===== src/rtl/lu_pkg.sv =====
// Shared ALU definitions: opcode encodings and the iterative FSM state type.
// Intended for reuse by other ALU blocks in the core.
package lu_pkg;

    typedef enum logic [2:0] {
        OP_AND  = 3'd0,
        OP_OR   = 3'd1,
        OP_XOR  = 3'd2,
        OP_NAND = 3'd3,
        OP_NOT  = 3'd4,
        OP_SHL  = 3'd5,
        OP_SHR  = 3'd6,
        OP_ILL  = 3'd7
    } op_e;

    typedef enum logic [1:0] {
        IDLE  = 2'd0,
        SHIFT = 2'd1,
        DONE  = 2'd2
    } state_e;

endpackage


===== src/rtl/lu_core.sv =====
// Single-cycle logic unit: bitwise ops, zero-distance shifts and illegal op.
// Purely combinational; the iterative shifter lives in lu_iter.
module lu_core
    import lu_pkg::*;
#(
    parameter int WIDTH = 4
) (
    input  logic [2:0]       op,
    input  logic [WIDTH-1:0] a,
    input  logic [WIDTH-1:0] b,
    output logic [WIDTH-1:0] res,
    output logic             err
);

    always_comb begin
        res = '0;
        err = 1'b0;
        unique case (op_e'(op))
            OP_AND:         res = a & b;
            OP_OR:          res = a | b;
            OP_XOR:         res = a ^ b;
            OP_NAND:        res = ~(a & b);
            OP_NOT:         res = ~a;
            // only reached with shamt == 0, where the result is a itself
            OP_SHL, OP_SHR: res = a;
            OP_ILL:         err = 1'b1;
            default:        res = '0;
        endcase
    end

endmodule


===== src/rtl/lu_iter.sv =====
// Iterative logic unit: one bit of shift per cycle, valid/ready on both sides.
// Results are registered and held until the consumer takes them.
module lu_iter
    import lu_pkg::*;
#(
    parameter int WIDTH = 4,
    parameter int SHW   = $clog2(WIDTH)
) (
    input  logic             clk,
    input  logic             rst_n,
    input  logic             in_valid,
    output logic             in_ready,
    input  logic [2:0]       op,
    input  logic [WIDTH-1:0] a,
    input  logic [WIDTH-1:0] b,
    input  logic [SHW-1:0]   shamt,
    output logic             out_valid,
    input  logic             out_ready,
    output logic [WIDTH-1:0] out,
    output logic             zero,
    output logic             err
);

    localparam logic [SHW-1:0] CNT_ONE = SHW'(1);

    state_e           state;
    state_e           nxt;
    logic [WIDTH-1:0] sreg;
    logic [WIDTH-1:0] shifted;
    logic [SHW-1:0]   cnt;
    logic             left;
    logic             acc;
    logic             is_shift;
    logic [WIDTH-1:0] core_res;
    logic             core_err;

    lu_core #(.WIDTH(WIDTH)) u_core (
        .op  (op),
        .a   (a),
        .b   (b),
        .res (core_res),
        .err (core_err)
    );

    assign acc       = in_valid && in_ready;
    assign is_shift  = (op == OP_SHL || op == OP_SHR) && (shamt != '0);
    assign shifted   = left ? (sreg << 1) : (sreg >> 1);
    assign out_valid = (state == DONE);

    always_ff @(posedge clk or negedge rst_n) begin
        if (!rst_n) begin
            state <= IDLE;
        end else begin
            state <= nxt;
        end
    end

    always_comb begin
        nxt      = state;
        in_ready = 1'b0;
        unique case (state)
            IDLE: begin
                in_ready = 1'b1;
                if (in_valid) nxt = is_shift ? SHIFT : DONE;
            end
            SHIFT: begin
                if (cnt == CNT_ONE) nxt = DONE;
            end
            DONE: begin
                if (out_ready) begin
                    in_ready = 1'b1;
                    if (in_valid) nxt = is_shift ? SHIFT : DONE;
                    else          nxt = IDLE;
                end
            end
            default: nxt = IDLE;
        endcase
    end

    // Result registers only change on accept or on the final shift step.
    always_ff @(posedge clk or negedge rst_n) begin
        if (!rst_n) begin
            sreg <= '0;
            cnt  <= '0;
            left <= 1'b0;
            out  <= '0;
            zero <= 1'b0;
            err  <= 1'b0;
        end else if (acc) begin
            if (is_shift) begin
                sreg <= a;
                cnt  <= shamt;
                left <= (op == OP_SHL);
            end else begin
                out  <= core_res;
                zero <= (core_res == '0);
                err  <= core_err;
            end
        end else if (state == SHIFT) begin
            sreg <= shifted;
            cnt  <= cnt - CNT_ONE;
            if (cnt == CNT_ONE) begin
                out  <= shifted;
                zero <= (shifted == '0);
                err  <= 1'b0;
            end
        end
    end

endmodule

===== config.mk =====
export PLATFORM = sky130hd
export DESIGN_NAME = lu_iter
export DESIGN_NICKNAME = d
export VERILOG_FILES = /design/src/rtl/lu_pkg.sv /design/src/rtl/lu_core.sv /design/src/rtl/lu_iter.sv
export SDC_FILE = /design/constraint.sdc
export NUM_CORES = 1
export LEC_CHECK = 0
export BUFFER_PORTS_ARGS = -buffer_cell sky130_fd_sc_hd__clkbuf_2
export CAP_MARGIN = 20
export CORE_MARGIN = 5
export CORE_UTILIZATION = 57
export CTS_BUF_LIST = sky130_fd_sc_hd__clkbuf_2 sky130_fd_sc_hd__clkbuf_4 sky130_fd_sc_hd__clkbuf_8
export DETAILED_ROUTE_END_ITERATION = 10
export PLACE_DENSITY = 0.82
export SETUP_SLACK_MARGIN = 0.4
export SYNTH_ARGS = -nofsm -noshare
export SYNTH_HDL_FRONTEND = slang
export SYNTH_SLANG_ARGS = --single-unit

===== constraint.sdc =====
create_clock -name clk -period 2 [get_ports clk]
set_clock_uncertainty 0.05 [all_clocks]
set_input_delay 0.4 -clock clk [delete_from_list [all_inputs] [get_ports clk]]
set_output_delay 0.4 -clock clk [all_outputs]
set_load 0.05 [all_outputs]

[Word-level counts from Yosys, hierarchy flattened]
Cells that the tools add are included.
Operators by class
  add/sub/neg operators: 1
  equal/unequal tests: 15
  multiplexer cells: 29
  bitwise operators: 5
  reductions and logical operators: 15
Operators by type and width (number)
  4-bit 2-to-1 mux: 8
  4-bit case mux with 6 select lines: 1
  2-bit 2-to-1 mux: 8
  3-bit equality test, second input constant: 4
  1-bit 2-to-1 mux: 10
  4-bit zero test: 2
  4-bit inverter: 2
  3-bit by 2-bit equality test with 1-bit output, second input constant: 2
  2-bit inequality test, second input constant: 3
  2-bit case mux with 3 select lines: 1
  3-bit AND reduction: 2
  2-bit nonzero test: 3
  4-bit bitwise AND: 1
  2-bit by 1-bit equality test with 1-bit output, second input constant: 2
  2-bit by 1-bit inequality test with 1-bit output, second input constant: 2
  4-bit bitwise OR: 1
  2-bit AND reduction: 2
  4-bit bitwise XOR: 1
  3-bit by 1-bit equality test with 1-bit output, second input constant: 1
  3-bit zero test: 1
  2-bit equality test, second input constant: 1
  1-bit logical AND: 2
  2-bit zero test: 1
  1-bit case mux with 2 select lines: 1
  3 further kinds: 3
Word-level totals
  register bits: 15
  bits of input ports: 17
  output and inout bits: 8
  logic and storage cells: 72

[Logic depth before layout (Yosys ltp)]
Gate-level depths: netlist (run 1).
  word-level depth: 7
  depth in mapped cells: 7
  gate-level depth less buffers: 7

[Hierarchy]
From an unflattened synthesis (run 1), not the netlist that was laid out.
Second synthesis, totals
  cell total of the unflattened synthesis: 124
  area total of the unflattened synthesis: 1191.1 µm²
By module, submodules not included
  lu_iter: times used 1, cells an instance 78, area each 815.8 µm², seq. area each 375.4 µm²
  lu_core: times used 1, cells an instance 46, area each 375.4 µm², seq. area each 0.0 µm²

[Worst setup path after synthesis (run 1)]
Ideal clock, no wire load.
  path kind: input -> register
  from: in a[1]
  to: reg zero
  setup time: 0.064 ns
  arrival time: 1.540 ns
  data required time: 1.886 ns
  setup slack: 0.346 ns
  cell stages on the path: 7
  buffers on the path: 0
  path through: inv_1 -> ha_1 -> mux2_4 -> nor4_1 -> a211oi_1 -> nor4_1 -> o32a_2
Between the ends
  cells in the longest elaborated chain, start to end: 6
  elaborated cells on any way between the ends: 9
  those cells by class: mux: 3; bitwise: 5; reduce/logical: 1
RTL lines
  start: declaration: RTL line lu_iter.sv:14  | input logic [WIDTH-1:0] a,
  4-bit bitwise AND: RTL line lu_core.sv:19, lu_core.sv:22
  4-bit inverter: RTL line lu_core.sv:22  | OP_NAND: res = ~(a & b);
  4-bit case mux with 6 select lines (*): RTL line lu_core.sv:18  | unique case (op_e'(op))
  4-bit zero test (*): RTL line lu_iter.sv:96  | zero <= (core_res == '0);
  1-bit 2-to-1 mux (*): RTL line lu_iter.sv:90  | if (is_shift) begin
  1-bit 2-to-1 mux (*): RTL line lu_iter.sv:89  | end else if (acc) begin
  end signal: assignment: RTL line lu_iter.sv:96
  end signal: assignment: RTL line lu_iter.sv:104  | zero <= (shifted == '0);
  end: declaration: RTL line lu_iter.sv:20  | output logic zero,
Mark *: on every way between the ends. The rest lies on a longest branch, timed or not. The select of a mux whose other input is x is not followed.
A chain may end at the register's enable or synchronous reset.

[Worst setup path after layout (run 1)]
  from: reg state[1]
  to: out in_ready
Between the ends
  cells in the longest elaborated chain, start to end: 2
  elaborated cells on any way between the ends: 3
  those cells by class: eq/ne: 1; mux: 1; reduce/logical: 1
RTL lines
  start: declaration: RTL line lu_iter.sv:26  | state_e state;
  start signal: assignment: RTL line lu_iter.sv:54  | state <= nxt;
  2-bit equality test or 2-bit zero test (tied branches): RTL line lu_iter.sv:61  | unique case (state)
  1-bit case mux with 2 select lines (*): RTL line lu_iter.sv:61
  end: declaration: RTL line lu_iter.sv:12  | output logic in_ready,
Mark *: on every way between the ends. The rest lies on a longest branch, timed or not.

==> results of run 1 <==
## critical path, delay by kind of cell, from the launching register on
family        cells  cell delay (ns)
simple gates      2             0.27
buf+inv           1             0.15
flops             1             0.45
## metal layers
| layer | routed length (µm) | vias to the layer above |
|---|---|---|
| met5 | 0 | - |
| met4 | 110 | 0 |
| met1 | 1300 | 545 |
| met3 | 148 | 11 |
| li1 | - | 576 |
| met2 | 1630 | 48 |
## final cells by class
type	count	area [µm²]	share of cell area
Tap cell	28	35.0	0.0217
Multi-Input combinational cell	112	877	0.543
Sequential cell	15	378	0.234
Clock buffer	3	22.5	0.0139
Clock inverter	1	5.00	0.00310
Inverter	10	40.0	0.0248
Timing Repair Buffer	35	258	0.160
## cells in the final DEF (no fill, tap or decap), types with 2 or more instances in the layout
master / instances
nand2_1: 17
clkbuf_2: 16
a21oi_1: 14
dfrtp_1: 13
buf_4: 11
mux2i_1: 10
o21ai_0: 7
ha_1: 7
nor2_1: 6
o21ai_1: 6
inv_1: 5
nand3_1: 5
inv_2: 4
nand2b_1: 4
mux2_4: 4
clkbuf_4: 4
nand3b_1: 3
nor3_1: 3
buf_6: 3
nor3b_1: 2
a21o_1: 2
o211ai_1: 2
ha_4: 2
buf_8: 2
dfrtp_2: 2
## report_power, final
part / internal (mW) / switching [mW]
Sequential: 0.421 / 0.100
Combinational: 0.321 / 0.529
Clock: 0.0744 / 0.103
Total: 0.816 / 0.732
## stage by stage
| stage | power [mW] | worst slack, ns | util | hold WS, ns | cells |
|---|---|---|---|---|---|
| after global routing | 1.65 | 0.336 | 0.737 | 0.284 | 204 |
| final | 1.55 | 0.382 | 0.737 | 0.275 | 204 |
| after floorplan | 1.08 | 0.346 | - | 0.0544 | 145 |
| after detailed placement | 1.26 | 0.0441 | 0.647 | 0.284 | 195 |
| after global placement | 1.23 | 0.105 | 0.647 | 0.278 | 195 |
| after CTS | 1.49 | 0.403 | 0.705 | 0.280 | 204 |
## cells by family (layout without fill, tap and decap cells)
logic type	count (synthesis)	after routing	share of synthesized area
and+or+nand+nor	51	51	0.215
AOI/OAI and AO/OA	36	36	0.174
buffers and inverters	18	49	0.0864
DFF	15	15	0.291
muxes	14	14	0.118
adders and majority gates	9	9	0.0874
xor gates and xnor gates	2	2	0.0282
## state kept, by name, summed over array words and instances, names as in the netlist
signal  cells
left        1
zero        1
state       2
cnt         2
out         4
sreg        4
err         1
## repair_timing
action / in CTS / in global routing
cloned: 0 / 0
buffers inserted: 4 / 0
hold buffers: 1 / 0
pin swaps: 4 / 6
gates resized for setup: 15 / 20
setup endpoints to repair: 7 / 7
hold endpoints to repair: 15 / 0
## worst max path at each step
stage / startpoint / end / slack [ns]
6_report: state[1] / in_ready / 0.38
2_1_floorplan: a[1] / zero / 0.35
3_3_place_gp: a[2] / zero / 0.10
5_1_grt: state[1] / zero / 0.34
3_5_place_dp: op[1] / zero / 0.04
4_1_cts: state[0] / out_valid / 0.40
## cells in the mapped netlist, types with 2 or more instances
cell	count	area, µm²
nor3b_1	2	15.0
dfrtp_1	15	375
mux2i_1	10	100
o21ai_1	5	25.0
nand3_1	5	25.0
o21ai_0	8	40.0
nand2_1	17	63.8
buf_2	2	10.0
buf_6	5	56.3
inv_1	10	37.5
ha_1	9	113
nand2b_1	5	31.3
a21o_1	2	15.0
nor4_1	2	12.5
o211ai_1	2	15.0
mux2_2	2	22.5
a21oi_1	14	70.1
nand3b_1	3	22.5
nor2_1	7	26.3
nor3_1	3	15.0
mux2_4	2	30.0
==> results.toml, run 1 <==
[logic_synthesis]
yosysWarnings = 0
ys.flop_type = "dfrtp_1"
synth-edff-count = 0
synth_seq_cells = 15
synth-seq-area-share = 0.291
postSynthCellCount = 145
ys_types = 36
avgSynthCellArea_um2 = 8.89
syn_nets = 171
netlist_area_um2 = 1290
synthArstFlopShare = 1.00

[global_routing]
grt_max_degree = 16
gr-max-usage-layer = "met2"
first_global_vias = 1166
antenna_found_initial = 0
grt_pass1_wl_mm = 4.95
grtUsageMet3 = 0.0136
grt-ovfl-total = 0
track_usage = 0.189
grt_use_met2 = 0.352
gr-usage-met1 = 0.217

[critical_path]
end_kind = "primary output"
r2r_cells = 5
crit_required_ns = 1.55
cp.arrival_ns = 1.17
cp_slowest_cell = "dfrtp_2"
cp_cell_sequence = "nor2b_4 > nor2_4 > buf_8"
cp-start-kind = "flip-flop"
rr_startpoint = "state[1]"
r2r_slack_ns = 0.39
critPathKind = "flip-flop to primary output"
reg2reg_to = "zero"
path_max_fanout = 5
worst_path_largest_cell_delay_ns = 0.45

[sta]
period_share = 0.809
grt_setup_unrepaired = "yes"
max_freq_ghz = 0.618
hold_violations = 0
period_needed_ns = 1.62
setup-tns-final_ns = 0
finalSetupViolations = 0
worst_slew_pin_slew_ns = 0.373
finalMaxSlewViolations = 0
slew-limit-headroom = 0.752

[floorplanning]
die_w_um = 57.6
core.rowCount = 17
dieArea_um2 = 3310
ios = 25
coreArea_um2 = 2190
die_h_um = 57.6
initial_utilization = 0.588

[cts]
htree_num_levels = 1
numCtsBuffers = 3
clockRootBuffer = "clkbuf_4"
cts_tree = "built"
clkSinkCount = 15
clock_latency_ns = 0.29
path_clk_slew_ns = 0.09
clk_path_buf_depth = 2

[routing]
drt_iter0_drc = 49
ant_nets = 0
drc = 0
wirelength_mm = 3.19
via_per_inst = 5.78
wire_per_inst_um = 15.6
drtPass1Iterations = 4
vias = 1180

[layout]
fin_nets = 203
fillers = 162
finalInstanceArea_um2 = 1620
drive_above_1_share = 0.352
syn2layout_area_growth_pct = 25.3
antenna_cells = 0

[power_and_ir_drop]
peakVddDrop_v = 0.000597
p_per_area_nw_per_um2 = 959
p_leak_nw = 0.770

[worst_hold_path]
holdPathEnd = "cnt[0]"
whs_path_depth = 3
hold_path.startpoint = "shamt[0]"
min_path_type = "input port to flip-flop"

[status]
status = "finished clean"

[run]
max_cap_violations = 0

[place]
gp_congestion = 0.845
dpl_cell_area_um2 = 1420
hpwl_mm = 2.29
portBuffers = 24
Power figures use the tool's default switching activity.
==> run 2, diff against run 1 <==
--- a/config.mk
+++ b/config.mk
@@ -5,13 +5,14 @@
 export SDC_FILE = /design/constraint.sdc
 export NUM_CORES = 1
 export LEC_CHECK = 0
+export ABC_AREA = 1
 export BUFFER_PORTS_ARGS = -buffer_cell sky130_fd_sc_hd__clkbuf_2
 export CAP_MARGIN = 20
 export CORE_MARGIN = 5
-export CORE_UTILIZATION = 57
+export CORE_UTILIZATION = 51
 export CTS_BUF_LIST = sky130_fd_sc_hd__clkbuf_2 sky130_fd_sc_hd__clkbuf_4 sky130_fd_sc_hd__clkbuf_8
 export DETAILED_ROUTE_END_ITERATION = 10
-export PLACE_DENSITY = 0.82
+export PLACE_DENSITY = 0.78
 export SETUP_SLACK_MARGIN = 0.4
 export SYNTH_ARGS = -nofsm -noshare
 export SYNTH_HDL_FRONTEND = slang
==> constraint.sdc (replaced) <==
create_clock -name clk -period 1.4 [get_ports clk]
set_clock_uncertainty 0.05 [all_clocks]
set_input_delay 0.28 -clock clk [delete_from_list [all_inputs] [get_ports clk]]
set_output_delay 0.28 -clock clk [all_outputs]
set_load 0.05 [all_outputs]
==> run 2 against run 1 <==
The run now ends with negative setup slack left. Setup slack got worse by 0.60 ns. Highest routed layer unchanged. Count of clock-buffer cells in the layout increased by 1. Sequential share of layout area fell by 3.6 points. Largest power group unchanged. Register-to-register slack got worse by 0.61 ns. Total power grew 100%.
==> results.toml, run 2 <==
[status]
status = "finished with violations"
violations = "negative setup slack"

[logic_synthesis]
netlist_area_um2 = 1220
netlist.area_leader.share = 0.307
synth-seq-area-share = 0.307
synth_top_area_cell = "dfrtp_1"
synthTopCellsByCount = "nand2_1, nor2_1, inv_1"
synth_seq_cells = 15
synthMostInstantiatedCell = "nand2_1"
avgSynthCellArea_um2 = 7.07
yosysWarnings = 0
syn_nets = 199
postSynthCellCount = 173
synthArstFlopShare = 1.00
ys.flop_type = "dfrtp_1"
synth-edff-count = 0
ys_types = 27
synth_area_leaders = "dfrtp_1, nand2_1, ha_1"

[sta]
hold_violations = 0
max_freq_ghz = 0.618
finalSetupViolations = 17
finalMaxSlewViolations = 0
setup-tns-final_ns = -2.09
period_share = 1.16
slew-limit-headroom = 0.735
period_needed_ns = 1.62
worst_slew_pin_slew_ns = 0.398
whs_ns = 0.187
fin_ws_ns = -0.217
grt_setup_unrepaired = "yes"

[floorplanning]
initial_utilization = 0.542
dieArea_um2 = 3480
die_h_um = 59.0
core.rowCount = 17
die_w_um = 59.0
coreArea_um2 = 2250
ios = 25

[place]
gp_congestion = 0.887
pre_cts_ws_ns = -0.0838
hpwl_mm = 2.53
portBuffers = 24

[cts]
clkSinkCount = 15
cts_tree = "built"
clock_latency_ns = 0.31
numCtsBuffers = 3
clk_path_buf_depth = 2
clockRootBuffer = "clkbuf_4"
path_clk_slew_ns = 0.10
htree_num_levels = 1

[critical_path]
end_kind = "flip-flop"
cp_cell_sequence = "inv_2 > nor2_4 > nor2_4 > buf_12 > inv_4 > o211ai_1 > a31oi_1"
path_max_fanout = 9
cp.arrival_ns = 1.78
crit_required_ns = 1.56
cp_slowest_cell = "dfrtp_1"
critical_path_depth = 7
r2r_cells = 7
cpMostUsedCell = "nor2_4"
cp-start-kind = "flip-flop"
cp_top_family = "compound AO/OA/AOI/OAI gates"
critPathKind = "flip-flop to flip-flop"
startpoint = "state[1]"
critPathBufInv = 3
worst_path_largest_cell_delay_ns = 0.40
rr_startpoint = "state[1]"

[power_and_ir_drop]
p_leak_nw = 0.991
power.total_mw = 3.14
p_per_area_nw_per_um2 = 1650
peakVddDrop_v = 0.00122

[layout]
fin_nets = 267
syn2layout_area_growth_pct = 55.4
drive_above_1_share = 0.429
layout_commonest_cell = "buf_4"
layout_common_cells = "buf_4, nand2_1, nor2_1, inv_1, clkbuf_2"
top_regs = "out (4), sreg (4)"
antenna_cells = 0

[routing]
vias = 1525
drtPass1Iterations = 8
dr_wl_met2_mm = 2.25
drc = 0
wl_met3_um = 443
drt_iter0_drc = 132
ant_nets = 0
routed.top_layer = "met4"
wire_per_inst_um = 17.3
met1_length_mm = 1.71
wirelength_mm = 4.64
via_per_inst = 5.69

[worst_hold_path]
whs_path_depth = 3
hold_path.startpoint = "shamt[0]"
min_path_type = "input port to flip-flop"

[global_routing]
grt-ovfl-total = 0
first_global_vias = 1419
grt_pass1_wl_mm = 6.58
antenna_found_initial = 0
track_usage = 0.253
grt_max_degree = 16

[run]
max_cap_violations = 0
## run 2: cell types whose count changed in the layout (fill, tap and decap cells not counted), moves of 4 or more
cell      delta
nor2_4       +5
mux2_4       -4
a31oi_1      +4
buf_8        +6
mux2i_1     -10
inv_1       +14
nor2_1      +20
a21oi_1     -13
nand2_1     +13
buf_4       +26
nand3_1      +8
nand2b_1     -4
nand2_2      +8
## run 2: metrics by stage
stage	instance area, µm²	util	cells
finish	1900	0.842	268
global route	1900	0.842	268
CTS	1800	0.798	262
detailed placement	1560	0.691	245
global placement	1560	0.691	245
floorplan	1240	-	173
## run 2: where the power goes
group | total (mW) | switching (mW) | internal (mW)
Sequential | 0.770 | 0.159 | 0.611
Clock | 0.293 | 0.162 | 0.131
Combinational | 2.08 | 1.18 | 0.898
Total | 3.14 | 1.50 | 1.64
## run 2: cells by family (layout without fill, tap and decap cells)
logic type	after synthesis	after routing	synth area share
AO/OA/AOI/OAI	24	24	0.130
flip-flops	15	15	0.307
adder cells (fa/ha/maj)	9	9	0.0921
AND/OR/NAND/NOR	96	97	0.363
buffers and inverters	29	95	0.107
## run 2: worst min-delay path: cells and delay by family
family                 cells  cell delay (ns)
buffers and inverters      1             0.09
AOI/OAI and AO/OA          1             0.08
and+or+nand+nor            1             0.06
## run 2: final cells by class
class | instances | area, µm²
flip-flops and latches | 15 | 375
repair buffers | 66 | 542
multi-input cells | 130 | 821
inverters | 25 | 96.3
fillers | 132 | 355
well taps | 28 | 35.0
clock buffers | 4 | 30.0
## run 2: final timing paths
| kind | endpoint | slack, ns |
|---|---|---|
| worst max-delay path | out[2] | -0.22 |
| worst min-delay path | cnt[0] | 0.19 |
| worst max register to register | out[2] | -0.22 |
| worst min register to register | cnt[1] | 0.52 |
| max in group asynchronous | state[1] | 0.65 |
| min in group asynchronous | state[0] | 0.37 |
## run 2: metal layers
| metal | vias to the layer above | track usage |
|---|---|---|
| met5 | - | 0 |
| met4 | 0 | 0.162 |
| met3 | 27 | 0.0592 |
| met2 | 114 | 0.423 |
| met1 | 690 | 0.286 |
| li1 | 694 | - |
## run 2: timing repair
action / CTS / global route
setup endpoints to repair: 23 / 23
pin swaps: 3 / 3
hold endpoints to repair: 15 / 0
gates resized for setup: 30 / 18
cloned: 1 / 0
hold buffers: 1 / 0
setup buffers: 11 / 6
==> run 3, diff against run 2 <==
--- a/config.mk
+++ b/config.mk
@@ -8,7 +8,6 @@
 export ABC_AREA = 1
 export BUFFER_PORTS_ARGS = -buffer_cell sky130_fd_sc_hd__clkbuf_2
 export CAP_MARGIN = 20
-export CORE_MARGIN = 5
 export CORE_UTILIZATION = 51
 export CTS_BUF_LIST = sky130_fd_sc_hd__clkbuf_2 sky130_fd_sc_hd__clkbuf_4 sky130_fd_sc_hd__clkbuf_8
 export DETAILED_ROUTE_END_ITERATION = 10
==> constraint.sdc (replaced) <==
create_clock -name clk -period 1.4 [get_ports clk]
set_clock_uncertainty 0.05 [all_clocks]
set_input_delay 0.28 -clock clk [delete_from_list [all_inputs] [get_ports clk]]
set_output_delay 0.28 -clock clk [all_outputs]
set_load 0.01 [all_outputs]
==> run 3 against run 2 <==
The run still ends with negative setup slack left. Hold slack got worse by 0.036 ns. Register-to-register slack better by 0.20 ns. Global-route usage decreased by 0.58 points. Critical endpoint is now left. Largest cell class unchanged.
==> results.toml, run 3 (same netlist as run 2, synthesis figures left out) <==
[routing]
ant_nets = 0
wire_per_inst_um = 12.1
drtPass1Iterations = 4
vias = 1348
drc = 0
wirelength_mm = 3.09
drt_iter0_drc = 32
via_per_inst = 5.27

[layout]
multi_input_area_um2 = 818
final_core_util = 0.773
fin_cells = 256
fillers = 154
antenna_cells = 0
drive_above_1_share = 0.417
fin_nets = 255
final-seq-area_um2 = 375
layout_common_cells = "nand2_1, buf_4, nor2_1, inv_1, clkbuf_2"
syn2layout_area_growth_pct = 41.2
layout_commonest_cell = "nand2_1"
top_regs = "out (4), sreg (4)"

[sta]
finalMaxSlewViolations = 0
whs_ns = 0.150
slew-limit-headroom = 0.751
hold_violations = 0
finalSetupViolations = 2
period_share = 1.01
setup-tns-final_ns = -0.0284
fin_ws_ns = -0.0165
grt_setup_unrepaired = "yes"
worst_slew_pin_slew_ns = 0.373
max_freq_ghz = 0.706
period_needed_ns = 1.42

[cts]
clkSinkCount = 15
path_clk_slew_ns = 0.09
numCtsBuffers = 3
clockRootBuffer = "clkbuf_4"
htree_num_levels = 1
cts_tree = "built"
clk_path_buf_depth = 2
clock_latency_ns = 0.30

[critical_path]
crit_required_ns = 1.53
r2r_cells = 8
path_max_fanout = 8
cp-start-kind = "flip-flop"
end_kind = "flip-flop"
critPathKind = "flip-flop to flip-flop"
cp.arrival_ns = 1.54

[floorplanning]
coreArea_um2 = 2230
die_h_um = 51.0
die_w_um = 51.0
dieArea_um2 = 2600
initial_utilization = 0.547
core.rowCount = 17
ios = 25

[run]
max_cap_violations = 0

[place]
gp_congestion = 0.880
portBuffers = 24
hpwl_mm = 2.16
dp.cells = 237

[global_routing]
grt_pass1_wl_mm = 4.85
first_global_vias = 1217
grt_max_degree = 16
antenna_found_initial = 0
track_usage = 0.247
grt-ovfl-total = 0

[power_and_ir_drop]
p_per_area_nw_per_um2 = 1320
peakVddDrop_v = 0.000917
p_leak_nw = 0.904
power.total_mw = 2.27

[worst_hold_path]
min_path_type = "input port to flip-flop"
whs_path_depth = 2

[status]
violations = "negative setup slack"
status = "finished with violations"
==> run 3: cell count changes in the layout (fill, tap and decap cells not counted), sizes merged <==
cell,before,now
buf,49,37
==> run 3: where the power goes <==
| group | switching [mW] | internal, mW | leakage, nW |
|---|---|---|---|
| Combinational | 0.672 | 0.601 | 0.702 |
| Sequential | 0.110 | 0.610 | 0.183 |
| Clock | 0.148 | 0.130 | 0.0184 |
==> run 3: repair_timing <==
| item | 4_1_cts | 5_1_grt |
|---|---|---|
| gates resized for setup | 7 | 28 |
| setup buffers | 8 | 5 |
| endpoints found under the setup margin | 23 | 23 |
| pin swaps | 1 | 6 |
| gates cloned | 0 | 1 |
| endpoints found under the hold margin | 15 | 0 |
| hold buffers | 1 | 0 |
==> run 3: final timing paths <==
check                           from       end  slack [ns]
max                         state[0]      left       -0.02
min                        out_ready  state[1]        0.15
max reg2reg                 state[0]      left       -0.02
min reg2reg                  sreg[0]   sreg[0]        0.48
max in group asynchronous      rst_n   sreg[2]        0.66
min in group asynchronous      rst_n       err        0.37
==> run 3: area by class of cell <==
type,instances,area share
clock buffers,4,0.0174
inverters,25,0.0558
multi-input cells,130,0.474
flip-flops and latches,15,0.217
well taps,28,0.0203
repair buffers,54,0.215
==> run 3: per-layer routing <==
metal  part of all wire  track usage  wire (µm)  vias to the layer above
met2               0.52        0.443       1610                       58
met4              0.014        0.120         42                        0
met1               0.42        0.288       1290                      616
met3              0.046       0.0268        143                        5
li1                   -            -          -                      669
met5                  0            0          0                        -
==> run 3: critical path, stage by stage (launching register included) <==
cell and delay, ns:
dfrtp_1 0.41, inv_2 0.08, nand2_2 0.07, nor2_4 0.14
buf_12 0.15, nand2_4 0.08, buf_4 0.15, nand2_1 0.06
o21ai_0 0.10
==> run 3: stage by stage <==
stage	worst slack (ns)	instance area [µm²]
floorplan	0.0811	1230
global placement	-0.0269	1490
detailed placement	-0.0613	1490
CTS	0.00392	1620
global route	-0.0991	1730
finish	-0.0165	1730
